[src/rtl/xps2_tx.sv]
`default_nettype none
// ============================================================================
// Module   : xps2_tx
// Brief    : PS/2 host-to-device command transmitter with open-drain pad
//            controls and busy/done/nack/timeout status.
// Revision : 1.0
// ============================================================================
module xps2_tx #(
    parameter int INHIBIT_CYCLES = 5000,
    parameter int TIMEOUT_CYCLES = 750000
) (
    input  logic       clk,
    input  logic       rst,
    input  logic       sel,
    input  logic       we,
    input  logic [7:0] data_in,
    output logic [3:0] data_out,
    input  logic       ps2_clk_in,
    input  logic       ps2_data_in,
    output logic       ps2_clk_oe,
    output logic       ps2_data_oe,
    output logic       busy
);

    localparam int c_inh_w = $clog2(INHIBIT_CYCLES + 1);
    localparam int c_to_w  = $clog2(TIMEOUT_CYCLES + 1);

    localparam logic [c_inh_w-1:0] c_inh_last = c_inh_w'(INHIBIT_CYCLES - 1);
    localparam logic [c_inh_w-1:0] c_inh_max  = c_inh_w'(INHIBIT_CYCLES);
    localparam logic [c_inh_w-1:0] c_inh_one  = c_inh_w'(1);
    localparam logic [c_to_w-1:0]  c_to_last  = c_to_w'(TIMEOUT_CYCLES - 1);
    localparam logic [c_to_w-1:0]  c_to_max   = c_to_w'(TIMEOUT_CYCLES);
    localparam logic [c_to_w-1:0]  c_to_one   = c_to_w'(1);

    localparam logic [2:0] c_st_idle      = 3'd0;
    localparam logic [2:0] c_st_inhibit   = 3'd1;
    localparam logic [2:0] c_st_rts       = 3'd2;
    localparam logic [2:0] c_st_tx        = 3'd3;
    localparam logic [2:0] c_st_ack       = 3'd4;
    localparam logic [2:0] c_st_wait_idle = 3'd5;

    logic [2:0]         r_state;
    logic [c_inh_w-1:0] r_inh_cnt;
    logic [c_to_w-1:0]  r_to_cnt;
    logic [3:0]         r_bit_cnt;
    logic [7:0]         r_shift;
    logic               r_parity;
    logic               r_busy;
    logic               r_done;
    logic               r_nack;
    logic               r_timeout;
    logic               r_clk_s1;
    logic               r_clk_s2;
    logic               r_clk_prev;
    logic               r_data_s1;
    logic               r_data_s2;

    logic [2:0] w_state_nxt;
    logic       w_fall;
    logic       w_wr;
    logic       w_watch;
    logic       w_line_idle;
    logic       w_to_hit;
    logic       w_clk_oe;
    logic       w_data_oe;

    assign w_fall      = r_clk_prev & ~r_clk_s2;
    assign w_wr        = sel & we & (r_state == c_st_idle);
    assign w_watch     = (r_state == c_st_tx) || (r_state == c_st_ack) ||
                         (r_state == c_st_wait_idle);
    assign w_line_idle = r_clk_s2 & r_data_s2;
    // A clean return to idle on the same cycle as expiry counts as success.
    assign w_to_hit    = w_watch & ~w_fall & (r_to_cnt == c_to_last) &
                         ~((r_state == c_st_wait_idle) & w_line_idle);

    always_comb begin
        w_state_nxt = r_state;
        w_clk_oe    = 1'b0;
        w_data_oe   = 1'b0;
        case (r_state)
            c_st_idle: begin
                if (w_wr) w_state_nxt = c_st_inhibit;
            end
            c_st_inhibit: begin
                w_clk_oe = 1'b1;
                if (r_inh_cnt == c_inh_last) w_state_nxt = c_st_rts;
            end
            c_st_rts: begin
                w_clk_oe    = 1'b1;
                w_data_oe   = 1'b1;
                w_state_nxt = c_st_tx;
            end
            c_st_tx: begin
                // Shift register is pre-aligned so bit 0 is always the live bit.
                if (r_bit_cnt == 4'd0)      w_data_oe = 1'b1;
                else if (r_bit_cnt <= 4'd8) w_data_oe = ~r_shift[0];
                else if (r_bit_cnt == 4'd9) w_data_oe = ~r_parity;
                if (w_fall && (r_bit_cnt == 4'd9)) w_state_nxt = c_st_ack;
            end
            c_st_ack: begin
                if (w_fall) w_state_nxt = c_st_wait_idle;
            end
            c_st_wait_idle: begin
                if (w_line_idle) w_state_nxt = c_st_idle;
            end
            default: w_state_nxt = c_st_idle;
        endcase
        if (w_to_hit) w_state_nxt = c_st_idle;
    end

    always_ff @(posedge clk) begin
        if (rst) begin
            r_state    <= c_st_idle;
            r_inh_cnt  <= '0;
            r_to_cnt   <= '0;
            r_bit_cnt  <= '0;
            r_shift    <= '0;
            r_parity   <= 1'b0;
            r_busy     <= 1'b0;
            r_done     <= 1'b0;
            r_nack     <= 1'b0;
            r_timeout  <= 1'b0;
            r_clk_s1   <= 1'b1;
            r_clk_s2   <= 1'b1;
            r_clk_prev <= 1'b1;
            r_data_s1  <= 1'b1;
            r_data_s2  <= 1'b1;
        end else begin
            r_clk_s1   <= ps2_clk_in;
            r_clk_s2   <= r_clk_s1;
            r_clk_prev <= r_clk_s2;
            r_data_s1  <= ps2_data_in;
            r_data_s2  <= r_data_s1;
            r_state    <= w_state_nxt;

            if (r_state == c_st_inhibit) begin
                if (r_inh_cnt != c_inh_max) r_inh_cnt <= r_inh_cnt + c_inh_one;
            end else begin
                r_inh_cnt <= '0;
            end

            if (!w_watch || w_fall) begin
                r_to_cnt <= '0;
            end else if (r_to_cnt != c_to_max) begin
                r_to_cnt <= r_to_cnt + c_to_one;
            end

            if (r_state == c_st_tx) begin
                if (w_fall && (r_bit_cnt != 4'd10)) r_bit_cnt <= r_bit_cnt + 4'd1;
                if (w_fall && (r_bit_cnt >= 4'd1) && (r_bit_cnt <= 4'd7))
                    r_shift <= {1'b0, r_shift[7:1]};
            end else begin
                r_bit_cnt <= '0;
            end

            if (w_wr) begin
                r_shift   <= data_in;
                r_parity  <= ~^data_in;
                r_busy    <= 1'b1;
                r_done    <= 1'b0;
                r_nack    <= 1'b0;
                r_timeout <= 1'b0;
            end else if (w_to_hit) begin
                r_timeout <= 1'b1;
                r_done    <= 1'b0;
                r_busy    <= 1'b0;
            end else if ((r_state == c_st_ack) && w_fall) begin
                r_nack <= r_data_s2;
            end else if ((r_state == c_st_wait_idle) && w_line_idle) begin
                r_busy <= 1'b0;
                r_done <= 1'b1;
            end
        end
    end

    assign ps2_clk_oe  = w_clk_oe;
    assign ps2_data_oe = w_data_oe;
    assign data_out    = {r_timeout, r_nack, r_done, r_busy};
    assign busy        = r_busy;

endmodule
`default_nettype wire

[config.mk]
export PLATFORM = sky130hd
export DESIGN_NAME = xps2_tx
export DESIGN_NICKNAME = d
export VERILOG_FILES = /design/src/rtl/xps2_tx.sv
export SDC_FILE = /design/constraint.sdc
export NUM_CORES = 1
export LEC_CHECK = 0
export BUFFER_PORTS_ARGS = -buffer_cell sky130_fd_sc_hd__clkbuf_2
export CAP_MARGIN = 20
export CORE_AREA = 2 2 76 78
export DETAILED_ROUTE_END_ITERATION = 10
export DIE_AREA = 0 0 78 80
export PLACE_DENSITY = 0.78
export SETUP_SLACK_MARGIN = 0.1
export SLEW_MARGIN = 20
export SYNTH_ARGS = -nofsm -noshare
export SYNTH_HDL_FRONTEND = slang
export SYNTH_SLANG_ARGS = --single-unit
[constraint.sdc]
create_clock -name clk -period 1.7 [get_ports clk]
set_input_delay 0.34 -clock clk [delete_from_list [all_inputs] [get_ports clk]]
set_output_delay 0.34 -clock clk [all_outputs]
set_load 0.01 [all_outputs]
# Yosys cells after proc, flatten, opt, wreduce, memory -nomap -nowiden
# Cells that the tools add are included.
[word_totals]
input_bits = 14
ff_bits = 58
word_cells = 101
out_inout_bits = 7
[op_classes]
n_reduce_logical = 28
n_lt_le_gt_ge = 3
muxes = 18
n_eq_ne = 17
bitwise = 17
add_sub_neg = 3
[op_table]
columns = ["op", "count"]
rows = [
  ["$mux 8", 3],
  ["$add 20x1->20 const B", 1],
  ["$eq 20x20->1 const B", 1],
  ["$ne 20x20->1 const B", 1],
  ["$pmux 3 s6", 1],
  ["$mux 3", 5],
  ["$add 13x1->13 const B", 1],
  ["$eq 13x13->1 const B", 1],
  ["$ne 13x13->1 const B", 1],
  ["$reduce_or 2->1", 6],
  ["$ne 2x2->1 const B", 5],
  ["$not 1->1", 9],
  ["$and 1x1->1", 8],
  ["$mux 1", 8],
  ["$reduce_and 2->1", 4],
  ["$reduce_xnor 8->1", 1],
  ["$eq 3x2->1 const B", 2],
  ["$eq 3x3->1 const B", 2],
  ["$logic_and 1x1->1", 6],
  ["$reduce_and 5->1", 1],
  ["$add 4x1->4 const B", 1],
  ["$eq 4x4->1 const B", 1],
  ["$ge 4x1->1 const B", 1],
  ["$le 4x3->1 const B", 1],
  ["12 further kinds", 15],
]

# Logic depth before layout (Yosys ltp)
[depth]
depth_word = 8
ltp_mapped = 7
ltp_nobuf = 7

# Worst setup path after synthesis
# OpenSTA, ideal clock, no wires.
[synth_timing]
kind = "flip-flop to flip-flop"
start = "register r_to_cnt[9]"
end = "register r_to_cnt[1]"
path_stages_with_launch = 7
t_required_ps = 1572
path_buffers = 1
slack_ps = -29
period_less_slack_ps = 1729
t_arrival_ps = 1601
setup_time_ps = 128
cell_sequence = "dfxtp_1 > or4_1 > nor4_1 > and3_1 > buf_2 > mux2i_1 > nor2_1"
[synth_between]
elab_chain_len = 1
[synth_rtl]
columns = ["item", "line", "source"]
rows = [
  ["start: declaration", "44", "logic [c_to_w-1:0] r_to_cnt;"],
  ["start signal: assignment", "145", "r_to_cnt <= r_to_cnt + c_to_one;"],
  ["$ne 20x20->1", "144", "end else if (r_to_cnt != c_to_max) begin"],
]
# No other way between the ends.
# A chain may end at the register's enable or synchronous reset.

# Final worst setup path
[layout_timing]
start = "register r_bit_cnt[1]"
end = "output ps2_data_oe"
[layout_between]
elab_chain_len = 5
word_cells_on_any_way = 7
cone_classes = "order compare (1); eq/ne (1); mux (4); reduce/logical (1)"
[layout_rtl]
columns = ["item", "line", "source"]
rows = [
  ["start: declaration", "45", "logic [3:0] r_bit_cnt;"],
  ["start signal: assignment", "149", "if (w_fall && (r_bit_cnt != 4'd10)) r_bit_cnt <= r_bit_cnt + 4'd1;"],
  ["parallel branches: the longest is 3 deep, another holds $le 4x4->1", "n/a", ""],
  ["$mux 1 (*)", "95", "if (r_bit_cnt == 4'd0) w_data_oe = 1'b1;"],
  ["$pmux 1 s2 (*)", "80", "case (r_state)"],
  ["end: declaration", "21", "output logic ps2_data_oe,"],
]
# Every way passes the cells marked *.

==> results <==
- The number of synthesized flops with an enable pin is 0.
- Sequential cells account for 37.6% of the total power.
- Global routing consumed, over all layers together, 23.2% of the routing resources.
- The classification of the worst-slack hold path is in -> reg.
- Entering global routing, the biggest net connects 18 pins.
- The routed layout has 2,447 vias.
- Headroom to the max-slew limit came out at 62.0%.
- The number of clock buffers added by TritonCTS is 9.
- After detailed routing, the number of vias per cell comes to 5.32.
- The number of nets in the layout is 406.
- TritonCTS built the clock tree.
- From synthesis to final layout, the design area changed by 35.3%.
- The power density over cell area is 1090 nW/µm².
- The shortest clock period the worst path allows after layout is 1.98 ns.
- The tool flagged a number of max-cap violations equal to 0.
- After detailed routing, the number of remaining DRC violations is 0.
- The minimum setup slack after placement is -0.177 ns.
- The maximum VDD drop is 0.798 mV.
- The TritonCTS sink count is 58.
- STA classifies the critical path startpoint as a flip-flop.
- The final reports fail on setup timing.
- Cell internal power was estimated by the tool at 2.98 mW.
- The final wirelength is 6790 µm.
- The weighted congestion at the end of routability-driven global placement is 0.849.
- The share of total power dissipated in combinational logic is 27.5%.
- The wire length of the first global-routing pass is 11,200 µm.
- The total core area is 5410 µm².
- The number of ports placed on the die boundary is 21.
- The sequential share of the synthesized area is 40.6%.
- The repair_antennas step left the layout with diodes totalling 0.
- The highest clock frequency the design can meet is 0.504 GHz.
- The clock passes through at most 2 buffers.
- The total count of max-transition violations in the final report is 0.
- The highest net fanout along the worst path is 3.
- The total of warnings raised by yosys is 0.
- The largest single stage delay on the critical path is 0.34 ns.
- The reported leakage power is 1.48 nW.
- The cell class contributing the biggest share of worst-path delay is simple AND/OR/NAND/NOR gates.
- In the synthesized netlist the async set-or-reset flop fraction comes to 0%.
- The number of global-route vias before repair came to 2,581.
- Synthesis produced 321 cells.
- Traced cell by cell, the critical path runs through inv_4 -> ha_4 -> nand2_4 -> nor3_4 -> a21oi_2 -> o221ai_2 -> and3b_1 -> buf_2.
- After clock tree synthesis, the clock-pin slew on the worst setup and hold paths is 0.07 ns.
- The number of antenna violations at the first check in global routing is 0.
- Setup repair after global routing could not meet its margin everywhere.
- In the synthesized netlist the dominant register cell turns out to be sky130_fd_sc_hd__dfxtp_1.
- The cell area that synthesis handed to floorplanning was 2860 µm².
- STA classifies the critical path endpoint as an output port.
- Net switching is 29.3% of the power.
- The final count of hold timing violations is 0.
- After layout, the worst setup slack is -0.284 ns.
- The total congestion overflow after global routing is 0.
- The routed wirelength normalized by instance count is 14.8 µm.
- The path type of the worst setup path is reg -> out.
- The number of nets handed over by synthesis was 344.
- At the pin with the least slew margin, the transition time is 0.568 ns.
- For this configuration, the core starts out at a cell density of 52.9%.
- The count of TritonRoute iterations in the first routing pass is 4.
- The final setup skew is 0.00499 ns.
- The switching power is 1.24 mW.
- The clock network burns 34.9% of the power.
- The cell row count is 27.
- Summed over all nets, the half-perimeter wirelength after detailed placement is 4450 µm.
- Setup violations remaining at the end of the flow were counted as 11.
- Cells with a size suffix above 1 make up 37.4% of the layout.
- The later pin in the worst-skew pair is clocked with a latency of 0.34 ns.
- The die covers 6240 µm².
- The floorplan step set the die width to 78 µm.
- The number of I/O port buffers is 20.
- The cell at the root of the clock tree is sky130_fd_sc_hd__clkbuf_8.
- The number of different library cells used by synthesis comes to 45.
- A synthesized cell averages 8.90 µm².
- In this run the number of H-tree levels came out at 3.
- Data on the critical path is required at its endpoint by 1.36 ns.
- The die is 80 µm tall.
- Counting flops and latches in the post-synthesis netlist gives 58.
- The initial DRC count is 106.
- On the critical path, the stage with the largest delay is an instance of sky130_fd_sc_hd__dfxtp_2.
- The number of buffer and inverter stages on the critical path is 2.
- The final worst-path cycle share is 117%.
- The count of nets left with antenna violations once routing finished came out at 0.
- Data on the critical path arrives at its endpoint at 1.64 ns.
- The run finished, with violations left.
- The end-of-flow core utilization is 71.5%.
==> metrics by stage <==
step           power, mW  hold slack (ns)  setup TNS (ns)  instance area [µm²]  cells
2_1_floorplan       2.22            0.389               0                 2890    321
5_1_grt             4.41            0.182           -1.40                 3870    460
3_5_place_dp        2.52            0.397           -1.91                 3280    437
6_report            4.22            0.188          -0.821                 3870    460
4_1_cts             4.17            0.169          -0.689                 3710    458
3_3_place_gp        2.48            0.393          -0.673                 3280    437
==> worst reg2reg max path, cell delays in order, from the launching register on <==
cell and delay, ns:
sky130_fd_sc_hd__dfxtp_2 0.32, sky130_fd_sc_hd__or4_4 0.54, sky130_fd_sc_hd__nor4_4 0.32, sky130_fd_sc_hd__and4_4 0.31, sky130_fd_sc_hd__nand3b_1 0.14, sky130_fd_sc_hd__a21oi_2 0.06
==> sequential cells by signal, summed over array words and instances (netlist names) <==
register    count
r_data_s1       1
r_clk_prev      1
r_shift         8
r_nack          1
r_parity        1
r_done          1
r_timeout       1
r_clk_s2        1
busy            1
r_state         3
r_to_cnt       20
r_inh_cnt      13
r_bit_cnt       4
r_data_s2       1
r_clk_s1        1
==> routing by layer <==
layer	global-route usage, %	wire (µm)	vias up
li1	-	-	1227
met3	6.00	175	15
met5	0	0	-
met2	42.9	3640	33
met1	23.9	2850	1172
met4	12.1	121	0
==> synth_stat cells, types with 2 or more instances <==
library cell	count	area (µm²)
sky130_fd_sc_hd__and4_1	2	17.5
sky130_fd_sc_hd__a2111oi_0	2	17.5
sky130_fd_sc_hd__xor2_1	16	140
sky130_fd_sc_hd__and3_1	6	37.5
sky130_fd_sc_hd__or2_2	5	31.3
sky130_fd_sc_hd__nand2_1	18	67.6
sky130_fd_sc_hd__nand3_1	17	85.1
sky130_fd_sc_hd__o21a_1	2	15.0
sky130_fd_sc_hd__inv_1	11	41.3
sky130_fd_sc_hd__a21oi_1	10	50.1
sky130_fd_sc_hd__mux2i_1	11	110
sky130_fd_sc_hd__nor3b_1	4	30.0
sky130_fd_sc_hd__dfxtp_1	58	1160
sky130_fd_sc_hd__nand3b_1	4	30.0
sky130_fd_sc_hd__nor2_1	47	176
sky130_fd_sc_hd__nor3_1	14	70.1
sky130_fd_sc_hd__buf_4	6	45.0
sky130_fd_sc_hd__nor2b_1	2	12.5
sky130_fd_sc_hd__a211oi_1	7	52.6
sky130_fd_sc_hd__nor4_1	5	31.3
sky130_fd_sc_hd__ha_1	9	113
sky130_fd_sc_hd__or3_1	2	12.5
sky130_fd_sc_hd__or4_1	2	15.0
sky130_fd_sc_hd__nand4_1	6	37.5
sky130_fd_sc_hd__or3b_2	2	17.5
sky130_fd_sc_hd__xnor2_1	23	201
sky130_fd_sc_hd__nand2b_1	6	37.5
sky130_fd_sc_hd__clkbuf_1	7	26.3
==> placed cells by master, fill, tap and decap left out, types with 3 or more instances in the layout <==
cell type,n
sky130_fd_sc_hd__dfxtp_1,47
sky130_fd_sc_hd__nor2_1,45
sky130_fd_sc_hd__buf_4,40
sky130_fd_sc_hd__xnor2_1,20
sky130_fd_sc_hd__clkbuf_2,19
sky130_fd_sc_hd__nand2_1,17
sky130_fd_sc_hd__xor2_1,16
sky130_fd_sc_hd__nand3_1,14
sky130_fd_sc_hd__nor3_1,12
sky130_fd_sc_hd__clkbuf_8,12
sky130_fd_sc_hd__inv_1,9
sky130_fd_sc_hd__mux2i_1,9
sky130_fd_sc_hd__dfxtp_2,9
sky130_fd_sc_hd__a21oi_1,7
sky130_fd_sc_hd__nand4_1,6
sky130_fd_sc_hd__ha_1,6
sky130_fd_sc_hd__or2_2,5
sky130_fd_sc_hd__a211oi_1,5
sky130_fd_sc_hd__buf_6,5
sky130_fd_sc_hd__nor4_4,4
sky130_fd_sc_hd__nand3b_1,4
sky130_fd_sc_hd__nand2b_1,4
sky130_fd_sc_hd__and3_1,4
sky130_fd_sc_hd__xnor2_2,3
sky130_fd_sc_hd__a21oi_2,3
sky130_fd_sc_hd__nand3_2,3
==> power by group through the flow <==
stage | Clock (mW) | Sequential (mW) | Combinational (mW)
3_3_place_gp | 0 | 1.60 | 0.879
3_5_place_dp | 0 | 1.60 | 0.915
2_1_floorplan | 0 | 1.53 | 0.693
6_report | 1.47 | 1.59 | 1.16
4_1_cts | 1.52 | 1.57 | 1.08
5_1_grt | 1.55 | 1.60 | 1.26
==> cells by family (layout without fill, tap and decap cells) <==
kind of cell	count (synthesis)	in the layout	share of synthesized area, %
XOR/XNOR	39	39	12.0
AO/OA/AOI/OAI	27	27	6.48
flip-flops	58	58	40.6
adder cells (fa/ha/maj)	9	9	3.94
buffers and inverters	26	93	4.51
multiplexers	11	11	3.85
AND/OR/NAND/NOR	151	151	28.6
==> path summary, 6_finish.rpt <==
path	from	to	slack (ns)	cells past startpoint
setup / recovery	r_bit_cnt[1]	ps2_data_oe	-0.28	8
hold / removal	ps2_clk_in	r_clk_s1	0.19	2
setup reg to reg	r_to_cnt[11]	busy	-0.10	5
hold reg to reg	r_clk_s1	r_clk_s2	0.41	1
==> area by class of cell <==
type,instances,area [µm²]
timing repair buffer,66,477
inverter,11,46.3
sequential,58,1180
multi-input combinational,237,1840
clock buffer,12,165
tap,72,90.1
fill,389,1540
clock inverter,4,72.6
==> timing repair <==
action | in CTS | in global routing
buffers inserted | 5 | 2
hold buffers | 0 | 0
pin swaps | 17 | 20
gates resized for setup | 34 | 32
endpoints found under the setup margin | 23 | 46
gates cloned | 0 | 0
Power figures use the tool's default switching activity.
